File: src/rtl/instruction_mem_loader_if.sv
// Byte-stream intake and instruction-memory write port of the program loader.
// The master modport is the loader side; slave is the byte source / memory side.
interface instruction_mem_loader_if #(
    parameter int unsigned ADDRESS_LEN = 32
);
    logic                   byte_valid;
    logic [7:0]             byte_data;
    logic                   byte_ready;
    logic                   mem_we;
    logic [ADDRESS_LEN-1:0] mem_addr;
    logic [ADDRESS_LEN-1:0] mem_wdata;

    modport master (
        input  byte_valid, byte_data,
        output byte_ready, mem_we, mem_addr, mem_wdata
    );

    modport slave (
        output byte_valid, byte_data,
        input  byte_ready, mem_we, mem_addr, mem_wdata
    );
endinterface

File: src/rtl/instruction_mem_loader.sv
// Program loader: packs a little-endian byte stream into 32-bit words and writes
// them to consecutive instruction-memory words while holding the fetch stage frozen.
module instruction_mem_loader #(
    parameter int unsigned               ADDRESS_LEN = 32,
    parameter logic [ADDRESS_LEN-1:0]    BASE_ADDR   = '0,
    parameter int unsigned               MAX_WORDS   = 1024
) (
    input  logic                         clk,
    input  logic                         rst,
    input  logic                         start,
    input  logic                         load_end,
    instruction_mem_loader_if.master     bus,
    output logic                         freeze,
    output logic                         done,
    output logic [15:0]                  words_loaded
);

    localparam int unsigned WORD_W = 32;
    localparam int unsigned CNT_W  = 16;

    typedef enum logic [1:0] {IDLE, LOAD, WRITE, DONE} state_t;

    state_t              state;
    state_t              state_nx;
    logic [1:0]          byte_cnt;
    logic [WORD_W-1:0]   asm_word;
    logic [WORD_W-1:0]   asm_nx;
    logic [CNT_W-1:0]    word_idx;
    logic                end_pend;
    logic                accept;
    logic                last_word;
    logic                byte_ready_d;
    logic                mem_we_d;
    logic                freeze_d;
    logic                done_d;

    // Byte acceptance and the assembly word including the byte taken this cycle
    always_comb begin
        accept    = bus.byte_ready & bus.byte_valid;
        last_word = (words_loaded + CNT_W'(1)) == CNT_W'(MAX_WORDS);
        asm_nx    = asm_word;
        if (accept) begin
            asm_nx[{byte_cnt, 3'b000} +: 8] = bus.byte_data;
        end
    end

    always_ff @(posedge clk) begin
        if (rst) begin
            state <= IDLE;
        end else begin
            state <= state_nx;
        end
    end

    always_comb begin
        state_nx = state;
        case (state)
            IDLE: begin
                if (start) state_nx = LOAD;
            end
            LOAD: begin
                if (load_end) begin
                    state_nx = (byte_cnt == 2'd0 && !accept) ? DONE : WRITE;
                end else if (accept && byte_cnt == 2'd3) begin
                    state_nx = WRITE;
                end
            end
            WRITE: begin
                state_nx = (end_pend || last_word) ? DONE : LOAD;
            end
            DONE: begin
                if (start) state_nx = LOAD;
            end
            default: state_nx = IDLE;
        endcase
    end

    // Outputs are decoded from the next state so they appear as registers
    always_comb begin
        byte_ready_d = 1'b0;
        mem_we_d     = 1'b0;
        freeze_d     = 1'b0;
        done_d       = 1'b0;
        case (state_nx)
            LOAD:    begin byte_ready_d = 1'b1; freeze_d = 1'b1; end
            WRITE:   begin mem_we_d     = 1'b1; freeze_d = 1'b1; end
            DONE:    done_d = 1'b1;
            default: ;
        endcase
    end

    always_ff @(posedge clk) begin
        if (rst) begin
            bus.byte_ready <= 1'b0;
            bus.mem_we     <= 1'b0;
            bus.mem_addr   <= '0;
            bus.mem_wdata  <= '0;
            freeze         <= 1'b0;
            done           <= 1'b0;
        end else begin
            bus.byte_ready <= byte_ready_d;
            bus.mem_we     <= mem_we_d;
            freeze         <= freeze_d;
            done           <= done_d;
            // Address and data are latched on WRITE entry and held through DONE
            if (state == LOAD && state_nx == WRITE) begin
                bus.mem_addr  <= BASE_ADDR + ADDRESS_LEN'({word_idx, 2'b00});
                bus.mem_wdata <= ADDRESS_LEN'(asm_nx);
            end
        end
    end

    always_ff @(posedge clk) begin
        if (rst) begin
            byte_cnt     <= '0;
            asm_word     <= '0;
            word_idx     <= '0;
            words_loaded <= '0;
            end_pend     <= 1'b0;
        end else begin
            case (state)
                IDLE, DONE: begin
                    if (start) begin
                        byte_cnt     <= '0;
                        asm_word     <= '0;
                        word_idx     <= '0;
                        words_loaded <= '0;
                        end_pend     <= 1'b0;
                    end
                end
                LOAD: begin
                    if (accept) begin
                        asm_word <= asm_nx;
                        byte_cnt <= byte_cnt + 2'd1;
                    end
                    if (load_end && state_nx == WRITE) end_pend <= 1'b1;
                end
                WRITE: begin
                    word_idx     <= word_idx + CNT_W'(1);
                    words_loaded <= words_loaded + CNT_W'(1);
                    byte_cnt     <= '0;
                    asm_word     <= '0;
                end
                default: ;
            endcase
        end
    end

endmodule

File: src/flat_wrapper.sv
// flat-port wrapper written by rule: the top's interface ports become plain ports
module instruction_mem_loader_flat 
#(
    parameter int unsigned               ADDRESS_LEN = 32,
    parameter logic [ADDRESS_LEN-1:0]    BASE_ADDR   = '0,
    parameter int unsigned               MAX_WORDS   = 1024
)
  (clk, rst, start, load_end, freeze, done, words_loaded, bus_byte_valid, bus_byte_data, bus_byte_ready, bus_mem_we, bus_mem_addr, bus_mem_wdata);
  instruction_mem_loader_if #(.ADDRESS_LEN(ADDRESS_LEN)) bus_i ();
  input  logic clk;
  input  logic rst;
  input  logic start;
  input  logic load_end;
  output logic freeze;
  output logic done;
  output logic [15:0] words_loaded;
  input wire logic [$bits(bus_i.byte_valid)-1:0] bus_byte_valid;
  input wire logic [$bits(bus_i.byte_data)-1:0] bus_byte_data;
  output wire logic [$bits(bus_i.byte_ready)-1:0] bus_byte_ready;
  output wire logic [$bits(bus_i.mem_we)-1:0] bus_mem_we;
  output wire logic [$bits(bus_i.mem_addr)-1:0] bus_mem_addr;
  output wire logic [$bits(bus_i.mem_wdata)-1:0] bus_mem_wdata;
  assign bus_i.byte_valid = bus_byte_valid;
  assign bus_i.byte_data = bus_byte_data;
  assign bus_byte_ready = bus_i.byte_ready;
  assign bus_mem_we = bus_i.mem_we;
  assign bus_mem_addr = bus_i.mem_addr;
  assign bus_mem_wdata = bus_i.mem_wdata;
  instruction_mem_loader #(.ADDRESS_LEN(ADDRESS_LEN), .BASE_ADDR(BASE_ADDR), .MAX_WORDS(MAX_WORDS)) u_core (.clk(clk), .rst(rst), .start(start), .load_end(load_end), .bus(bus_i), .freeze(freeze), .done(done), .words_loaded(words_loaded));
endmodule
File: config.mk
export PLATFORM = sky130hd
export DESIGN_NAME = instruction_mem_loader_flat
export DESIGN_NICKNAME = d
export VERILOG_FILES = /design/src/rtl/instruction_mem_loader_if.sv /design/src/rtl/instruction_mem_loader.sv /design/src/flat_wrapper.sv
export SDC_FILE = /design/constraint.sdc
export NUM_CORES = 1
export LEC_CHECK = 0
export ABC_AREA = 1
export BUFFER_PORTS_ARGS = -buffer_cell sky130_fd_sc_hd__buf_2
export CAP_MARGIN = 20
export CELL_PAD_IN_SITES_DETAIL_PLACEMENT = 1
export CELL_PAD_IN_SITES_GLOBAL_PLACEMENT = 2
export CORE_UTILIZATION = 33
export DETAILED_ROUTE_END_ITERATION = 7
export PLACE_DENSITY = 0.89
export SYNTH_ARGS = -nofsm -noshare
export SYNTH_HDL_FRONTEND = slang
export SYNTH_SLANG_ARGS = --single-unit
File: constraint.sdc
create_clock -name clk -period 5.6 [get_ports clk]
set_input_delay 0.84 -clock clk [delete_from_list [all_inputs] [get_ports clk]]
set_output_delay 0.84 -clock clk [all_outputs]
set_load 0.005 [all_outputs]
==> results.json, run 1 <==
{
  "outcome": "completed",
  "yosys_register_bits": 121,
  "gp_congestion": 0.763,
  "grt_pass1_vias": 5237,
  "finalWirelength_um": 15900,
  "synth_seq_area_share_pct": 42.4,
  "synth-edff-count": 0,
  "grt-ovfl-total": 0,
  "crit_path_start": "bus_byte_valid",
  "fin_nets": 921,
  "setup_tns_ps": 0,
  "die-area_um2": 17900,
  "dpl.hpwl_um": 10700,
  "crit_path_end_kind": "flip-flop",
  "numCtsBuffers": 17,
  "die_x_um": 134,
  "grt_use_total_pct": 18.4,
  "synth_cells": 829,
  "clk_path_buf_depth": 2,
  "first_pass_iters": 4,
  "ys_warn_count": 0,
  "synth_area_um2": 5720,
  "p_int_mw": 1.92,
  "max-vdd-ir-drop_v": 0.000248,
  "comb_power_share_pct": 24.2,
  "core_area_um2": 16800,
  "period_share_pct": 64.8,
  "yosys.area.top_type": "dfxtp_1",
  "diodes": 0,
  "min_period_ps": 3630,
  "hold_path_startpoint": "u_core.asm_word[7]",
  "synth_top_area_share_pct": 42.4,
  "fillers": 2153,
  "grt_setup_unrepaired": "false",
  "critPathArrivalTime_ps": 3940,
  "leakage_nw": 3.12,
  "drv_slew": 0,
  "worst_slew_pin_slew_ps": 968,
  "min_path_type": "flip-flop to flip-flop",
  "drt.antenna.violating_nets": 0,
  "layout-drive-gt1-share_pct": 14.3,
  "ios": 97,
  "required_ps": 5910,
  "cts_resized": 0,
  "viasPerCell": 4.84,
  "drtIter0Drc": 220,
  "final_util_pct": 41.2,
  "cts_tree": "yes",
  "cap_viol_max_count": 0,
  "drc": 0,
  "antenna_found_initial": 0,
  "syn2layout_area_growth_pct": 20.8,
  "clkTransAtPathRegs_ps": 50,
  "grt_max_degree": 88,
  "start_kind": "input pin",
  "clock_skew_ps": 7.90,
  "hold_viol": 0,
  "swShare_pct": 32.6,
  "clockRootBuffer": "clkbuf_16",
  "power.clock.fraction_pct": 41.2,
  "avgRoutedWirePerCell_um": 14.0,
  "hold_buffers": 0,
  "multiInputGateArea_um2": 2730,
  "clk_latency_ps": 420,
  "vias": 5468,
  "async_flop_share_pct": 0,
  "syn_avg_cell_area_um2": 6.90,
  "setup_viol": 0,
  "htree_levels": 4,
  "synth_cell_type_count": 31,
  "io_buffers": 80,
  "powerDensity_nw_per_um2": 413,
  "cts_sinks": 121,
  "rows": 47,
  "timing.rr.start": "u_core.bus.byte_ready",
  "cts_setup_buffers": 0,
  "cp_max_fo": 46,
  "grt_pass1_wl_um": 26000,
  "p_switching_uw": 930,
  "die_y_um": 134,
  "crit_type": "input pin to flip-flop",
  "seqCellArea_um2": 2420,
  "start_util_pct": 34.1,
  "yosys-top-cells-area": "dfxtp_1 (42%), nand2_1 (12%), o21ai_0 (7.8%), a21oi_1 (6.7%), nor2_1 (6.6%)",
  "max_freq_mhz": 276,
  "maxSlewHeadroom_pct": 35.5,
  "p_seq_share_pct": 34.6,
  "synth-main-ff-cell": "dfxtp_1"
}
## cell type report
class	count	share of cell area (%)
clock buffers	25	7.61
inverters	94	5.11
repair buffers	87	7.03
flip-flops and latches	121	35.1
multi-input cells	575	39.6
clock inverters	7	1.59
well taps	220	3.99
## flip-flops by register name, indices dropped and copies added (netlist names)
signal,count
u_core.asm_word,32
u_core.bus.byte_ready,1
u_core.bus.mem_addr,16
u_core.bus.mem_wdata,32
u_core.bus.mem_we,1
u_core.byte_cnt,2
u_core.done,1
u_core.end_pend,1
u_core.freeze,1
u_core.state,2
u_core.word_idx,16
u_core.words_loaded,16
## worst max-delay path, cell delays in order
cell and delay, ps:
buf_2 100, nand2_1 50, buf_4 300, inv_1 160, nand2_1 430, nand3_1 130, inv_1 70, o21ai_0 60
o21ai_0 170, inv_1 120, ha_1 250, nand2_1 100, clkinv_1 440, buf_12 360, nor2_1 130, nor2_1 50
o21ai_0 110, inv_1 50
## synthesized netlist by cell type (all sizes together) (8+ instances only)
library cell	n
ha	12
clkbuf	30
inv	92
buf	24
nand4	23
o31ai	8
nand3	27
a21oi	77
dfxtp	121
nand2	191
o41ai	8
o21ai	92
nor2	107
## stage by stage
step | worst slack (ps) | hold slack [ps] | power [mW] | area, um2 | cells
floorplan | 2770 | 442 | 1.46 | 5770 | 844
global placement | 1680 | 451 | 1.68 | 6240 | 1096
detailed placement | 1530 | 453 | 1.69 | 6240 | 1096
CTS | 1960 | 463 | 2.87 | 6880 | 1128
global route | 1540 | 481 | 3.03 | 6910 | 1129
finish | 1970 | 463 | 2.85 | 6910 | 1129
## cell families after synthesis
kind of cell / share of synthesized area, %
adders and majority gates: 2.63
xor gates and xnor gates: 0.153
AOI/OAI and AO/OA: 17.9
other: 0.0656
and+or+nand+nor: 26.0
DFF: 42.4
buffers and inverters: 10.9
## worst paths after layout
| kind | cells after the start | to | slack [ps] |
|---|---|---|---|
| worst max-delay path | 18 | u_core.bus.mem_wdata[15] | 1970 |
| worst min-delay path | 2 | u_core.asm_word[7] | 460 |
| worst max register to register | 17 | u_core.bus.mem_wdata[15] | 2170 |
| worst min register to register | 2 | u_core.asm_word[7] | 460 |
## layout by cell type, fill, tap and decap left out, drive strengths merged, types with 5 or more instances in the layout
cell / Yosys / final
nand2: 191 / 191
nand3: 27 / 27
a21oi: 77 / 77
buf: 24 / 87
nor3: 5 / 5
inv: 92 / 92
o21ai: 92 / 92
dfxtp: 121 / 121
clkbuf: 30 / 25
nor2: 107 / 107
o41ai: 8 / 8
clkinv: 2 / 6
nand4: 23 / 23
ha: 12 / 12
o31ai: 8 / 8
conb: 1 / 16
## routing by layer
metal | track usage [%] | wire, um | vias to the layer above
met5 | 0 | 0 | -
li1 | - | - | 2801
met3 | 4.34 | 577 | 9
met4 | 5.62 | 137 | 0
met1 | 22.8 | 7450 | 2573
met2 | 31.5 | 7690 | 85
## power groups by stage
stage | combinational, mW | sequential (mW) | clock (mW)
global placement | 0.668 | 1.01 | 0
CTS | 0.689 | 0.989 | 1.19
floorplan | 0.459 | 1.00 | 0
finish | 0.692 | 0.987 | 1.18
detailed placement | 0.683 | 1.01 | 0
global route | 0.792 | 0.996 | 1.24
Power figures use the tool's default switching activity.
==> run 2, diff against run 1 <==
CORE_UTILIZATION = 28   (was 33)
PLACE_DENSITY = 0.81   (was 0.89)
clock period = 3.1 ns   (was 5.6 ns; I/O delays follow)
==> run 2 against run 1 <==
Sequential share of layout area shrank 0.72 points. Sequential cell count is the same. Worst hold slack lost 110 ps. Clock skew grew 0.57 ps. Via count grew 1.4%. Sequential power grew 79%. First-iteration DRC count shrank 12%. Setup slack lost 1600 ps. Clock power grew 85%. Count of clock-buffer cells in the layout shrank 6. Critical path depth grew 3.
==> results.json, run 2 (synthesis gave the netlist of run 1 again) <==
{
  "htree_levels": 4,
  "ios": 97,
  "avgRoutedWirePerCell_um": 14.0,
  "clk_latency_ps": 420,
  "dpl.hpwl_um": 11300,
  "min_period_ps": 2730,
  "grt_setup_unrepaired": "false",
  "grt_pass1_wl_um": 27200,
  "diodes": 0,
  "maxSlewHeadroom_pct": 58.8,
  "finalWirelength_um": 16500,
  "clkTransAtPathRegs_ps": 60,
  "die_x_um": 145,
  "grt_use_total_pct": 16.8,
  "start_kind": "flip-flop",
  "viasPerCell": 4.69,
  "layout.cells.most_common_list": "nand2_1 (189), dfxtp_1 (120), nor2_1 (99)",
  "clockRootBuffer": "clkbuf_16",
  "crit_type": "flip-flop to flip-flop",
  "grt_pass1_vias": 5457,
  "p_seq_share_pct": 33.7,
  "critPathArrivalTime_ps": 3090,
  "grt-ovfl-total": 0,
  "placed_cell_area_um2": 6340,
  "syn2layout_area_growth_pct": 23.4,
  "cts_resized": 0,
  "die_y_um": 145,
  "outcome": "completed",
  "p_switching_mw": 1.72,
  "design_area_um2": 7050,
  "drc": 0,
  "max-vdd-ir-drop_v": 0.000408,
  "comb_power_share_pct": 24.8,
  "vias": 5547,
  "cts_setup_buffers": 0,
  "clk_path_buf_depth": 2,
  "required_ps": 3460,
  "fin_nets": 929,
  "antenna_found_initial": 0,
  "reg2reg_setup_slack_ps": 370,
  "first_pass_iters": 4,
  "drv_slew": 0,
  "hold_buffers": 0,
  "cap_viol_max_count": 0,
  "period_share_pct": 88.0,
  "top_regs": "u_core.asm_word x32, u_core.bus.mem_wdata x32",
  "p_int_mw": 3.53,
  "clock_skew_ps": 8.47,
  "grt_max_degree": 88,
  "swShare_pct": 32.8,
  "cts_sinks": 121,
  "io_buffers": 80,
  "max_freq_mhz": 367,
  "layout-drive-gt1-share_pct": 15.5,
  "numCtsBuffers": 17,
  "drt.antenna.violating_nets": 0,
  "rows": 51,
  "worst_slew_pin_slew_ps": 610,
  "min_path_type": "input pin to flip-flop",
  "core_area_um2": 19700,
  "holdWs_ps": 356,
  "gp_congestion": 0.758,
  "hold_viol": 0,
  "die-area_um2": 21000,
  "final_common_cell": "nand2_1",
  "setup_tns_ps": 0,
  "powerDensity_nw_per_um2": 745,
  "leakage_nw": 3.15,
  "drtIter0Drc": 194,
  "start_util_pct": 29.0,
  "setup_viol": 0,
  "cts_tree": "yes",
  "crit_path_end_kind": "flip-flop",
  "cp_max_fo": 23,
  "power.clock.fraction_pct": 41.5
}
## run 2: cell count changes in the layout (fill, tap and decap cells not counted), sizes merged
cell	before	now
buf	87	94
clkinvlp	0	4
clkbuf	25	19
bufinv	3	5
nor2	107	108
clkinv	6	5
inv	92	93
## run 2: worst paths after layout
path | start | end | cells past startpoint
max | u_core.words_loaded[0] | u_core.bus.mem_wdata[13] | 21
min | load_end | u_core.end_pend | 3
max reg2reg | u_core.words_loaded[0] | u_core.bus.mem_wdata[13] | 21
min reg2reg | u_core.asm_word[8] | u_core.asm_word[8] | 2
## run 2: final cells by class
class	instances	area (um2)
Clock buffer	19	443
Clock inverter	13	200
Fill cell	2479	12700
Inverter	94	353
Multi-Input combinational cell	576	2750
Sequential cell	121	2420
Tap cell	265	332
Timing Repair Buffer	94	553
## run 2: power groups by stage
stage / clock network, mW / logic (mW) / registers (mW)
final: 2.18 / 1.30 / 1.77
after CTS: 2.23 / 1.30 / 1.78
after detailed placement: 0 / 1.29 / 1.81
after global routing: 2.30 / 1.50 / 1.79
after floorplan: 0 / 0.830 / 1.81
after global placement: 0 / 1.27 / 1.81
## run 2: through the flow
| step | setup WS [ps] | power [mW] | util (%) | cells |
|---|---|---|---|---|
| 5_1_grt | 13.0 | 5.58 | 35.8 | 1182 |
| 4_1_cts | 197 | 5.31 | 35.4 | 1180 |
| 6_report | 373 | 5.26 | 35.8 | 1182 |
| 3_5_place_dp | 247 | 3.10 | 32.2 | 1148 |
| 2_1_floorplan | 287 | 2.64 | - | 844 |
| 3_3_place_gp | 394 | 3.08 | 32.2 | 1148 |
## run 2: worst max-delay path, cell delays in order, from the launching register on
cell and delay [ps]:
dfxtp_1 380, ha_2 240, nand3_4 120, nor2_4 190, nand3b_1 110, nand2_1 110, nand2_1 60, nor2_1 100
nand3_1 80, nand2_1 60, nand2_1 40, nand2_1 70, nand2_2 70, inv_1 80, ha_1 210, nand2_1 120
inv_2 100, buf_8 200, nor2_1 60, nor2_1 80, o21ai_0 100, inv_1 70
## run 2: layer usage
metal / vias to the layer above / global-route usage [%] / share of wire [%]
li1: 2822 / - / -
met1: 2638 / 20.8 / 47
met2: 71 / 28.7 / 48
met3: 16 / 3.85 / 3.3
met4: 0 / 4.99 / 1.1
met5: - / 0 / 0
==> run 3, diff against run 2 <==
ABC_AREA = 0   (was 1)
CORE_MARGIN = 1   (was not set)
CORE_UTILIZATION = 29   (was 28)
GPL_ROUTABILITY_DRIVEN = 0   (was not set)
PLACE_DENSITY = 0.79   (was 0.81)
==> run 3 against run 2 <==
Sequential cell count is the same. Clock skew grew 0.71 ps. Setup slack lost 150 ps. Die area shrank 9.3%. Non-clock buffer count grew 3. Final cell count shrank 18%. Area after synthesis shrank 6.2%. Clock power shrank 9.2%. Register-to-register slack lost 150 ps.
==> results.json, run 3 <==
{
  "hold_path_startpoint": "load_end",
  "start_util_pct": 29.8,
  "holdWs_ps": 447,
  "cp_max_fo": 10,
  "antenna_found_initial": 2,
  "hold_viol": 0,
  "avgRoutedWirePerCell_um": 16.3,
  "cts_sinks": 121,
  "critPathArrivalTime_ps": 3220,
  "clock_skew_ps": 9.18,
  "yosys_register_bits": 121,
  "cp_slowest_cell": "or3_4",
  "outcome": "completed",
  "syn_avg_cell_area_um2": 8.29,
  "ios": 97,
  "swShare_pct": 31.6,
  "top_regs": "u_core.asm_word x32, u_core.bus.mem_wdata x32",
  "final_cells": 964,
  "cap_viol_max_count": 0,
  "whs_path_depth": 3,
  "synth-main-ff-cell": "dfxtp_1",
  "io_buffers": 80,
  "htree_levels": 4,
  "reg2reg_setup_slack_ps": 220,
  "worst_slew_pin_slew_ps": 874,
  "synth_common_cells": "dfxtp_1 (121), nand2_1 (113), nor2_1 (79), a21oi_1 (66), a22oi_1 (36)",
  "grt_pass1_vias": 4816,
  "die-area_um2": 19000,
  "p_switching_mw": 1.43,
  "cts_setup_buffers": 0,
  "maxSlewHeadroom_pct": 40.1,
  "clk_path_buf_depth": 2,
  "r2r-end": "u_core.bus.mem_wdata[17]",
  "clkTransAtPathRegs_ps": 60,
  "clockRootBuffer": "clkbuf_16",
  "grt_use_total_pct": 17.0,
  "clk_latency_ps": 420,
  "grt_max_degree": 49,
  "path_cells": "ha_2, nand4_2, or3_4, or3_1, a21oi_2, a41oi_2, inv_1, ha_2, and2_4, buf_4, nand2_1, a21oi_1",
  "synth_top_area_share_pct": 45.2,
  "period_share_pct": 92.8,
  "crit_type": "flip-flop to flip-flop",
  "placed_cell_area_um2": 5960,
  "p_int_mw": 3.11,
  "power.clock.fraction_pct": 43.6,
  "ys_warn_count": 0,
  "cpMostUsedCell": "ha_2",
  "cts_tree": "yes",
  "start_kind": "flip-flop",
  "comb_power_share_pct": 20.2,
  "synth_cells": 647,
  "p_seq_share_pct": 36.3,
  "cts_resized": 0,
  "rows": 49,
  "yosys.area.top_type": "dfxtp_1",
  "synth-edff-count": 0,
  "setup_tns_ps": 0,
  "setup_viol": 0,
  "synth.most_common_cell": "dfxtp_1",
  "drt.antenna.violating_nets": 0,
  "grt_pass1_wl_um": 25000,
  "drtIter0Drc": 320,
  "grt-ovfl-total": 0,
  "min_period_ps": 2880,
  "drv_slew": 0,
  "final_util_pct": 36.6,
  "crit_path_end_kind": "flip-flop",
  "syn2layout_area_growth_pct": 23.0,
  "hold_buffers": 0,
  "die_y_um": 138,
  "drc": 0,
  "design_area_um2": 6600,
  "min_path_type": "input pin to flip-flop",
  "fin_nets": 746,
  "synth_cell_type_count": 49,
  "layout.cells.most_common_list": "dfxtp_1 (119), nand2_1 (113), nor2_1 (79), buf_2 (79), a21oi_1 (66)",
  "leakage_nw": 2.55,
  "vias": 4888,
  "powerDensity_nw_per_um2": 689,
  "die_x_um": 138,
  "core_area_um2": 18000,
  "max_freq_mhz": 348,
  "layout-drive-gt1-share_pct": 20.0,
  "required_ps": 3440,
  "hold_path_end": "u_core.end_pend",
  "viasPerCell": 5.07,
  "synth_area_um2": 5360,
  "max_stage_delay_ps": 400,
  "finalWirelength_um": 15700,
  "numCtsBuffers": 17,
  "synth_seq_area_share_pct": 45.2,
  "yosys-top-cells-area": "dfxtp_1 (45%), nand2_1 (7.9%), a21oi_1 (6.2%), nor2_1 (5.5%), a22o_1 (5.4%)",
  "max-vdd-ir-drop_v": 0.000474,
  "dpl.hpwl_um": 10700,
  "first_pass_iters": 4,
  "reg2reg_depth": 12,
  "final_common_cell": "dfxtp_1",
  "async_flop_share_pct": 0,
  "timing.rr.start": "u_core.words_loaded[1]",
  "grt_setup_unrepaired": "false",
  "dp_cells": 930
}
[run 3: kinds of logic after synthesis]
group	Yosys count	share of synthesized area, %
adder cells (fa/ha/maj)	12	2.80
flip-flops	121	45.2
XOR/XNOR	16	2.61
other	1	0.0699
AND/OR/NAND/NOR	259	21.8
buffers and inverters	67	5.95
multiplexers	2	0.397
AO/OA/AOI/OAI	169	21.2
[run 3: worst max-delay path: cells and delay by family (launching register included)]
family,cells,cell delay (ps)
AO/OA/AOI/OAI,3,480
buffers and inverters,2,300
adder cells (fa/ha/maj),2,420
AND/OR/NAND/NOR,5,1220
flip-flops,1,360
[run 3: how the worst max path moves through the flow]
| stage | startpoint | end | cells after the start |
|---|---|---|---|
| after CTS | u_core.words_loaded[0] | u_core.bus.mem_wdata[0] | 12 |
| final | u_core.words_loaded[1] | u_core.bus.mem_wdata[17] | 12 |
| after detailed placement | u_core.words_loaded[0] | u_core.bus.mem_addr[15] | 12 |
| after floorplan | u_core.words_loaded[0] | u_core.bus.mem_wdata[24] | 13 |
| after global routing | u_core.words_loaded[8] | u_core.bus.mem_wdata[3] | 11 |
| after global placement | u_core.words_loaded[1] | u_core.bus.mem_wdata[7] | 12 |
[run 3: power by group through the flow]
stage	Sequential (mW)	Combinational [mW]	Clock, mW
after global routing	1.65	1.03	2.10
final	1.65	0.916	1.98
after floorplan	1.67	0.632	0
after global placement	1.68	0.865	0
after detailed placement	1.68	0.893	0
after CTS	1.65	0.899	2.02
[run 3: metal layers]
metal	global-route usage, %	up-vias	part of all wire, %
met1	21.8	2361	46
met5	0	-	0.083
met2	27.0	115	47
li1	-	2391	-
met4	7.13	2	1.5
met3	4.24	19	5.2
[run 3: final cells by class]
type                            instances  area (um2)
Inverter                               10        37.5
Fill cell                            2164       11400
Timing Repair Buffer                   97         568
Clock buffer                           22         474
Tap cell                              229         287
Antenna cell                            1        2.50
Clock inverter                         10         118
Multi-Input combinational cell        474        2690
Sequential cell                       121        2420
[run 3: stage by stage]
stage                     setup slack (ps)  power (mW)
after detailed placement              92.2        2.57
after global routing                  25.5        4.78
after global placement                 190        2.54
after CTS                             60.7        4.57
after floorplan                       50.3        2.30
final                                  225        4.54
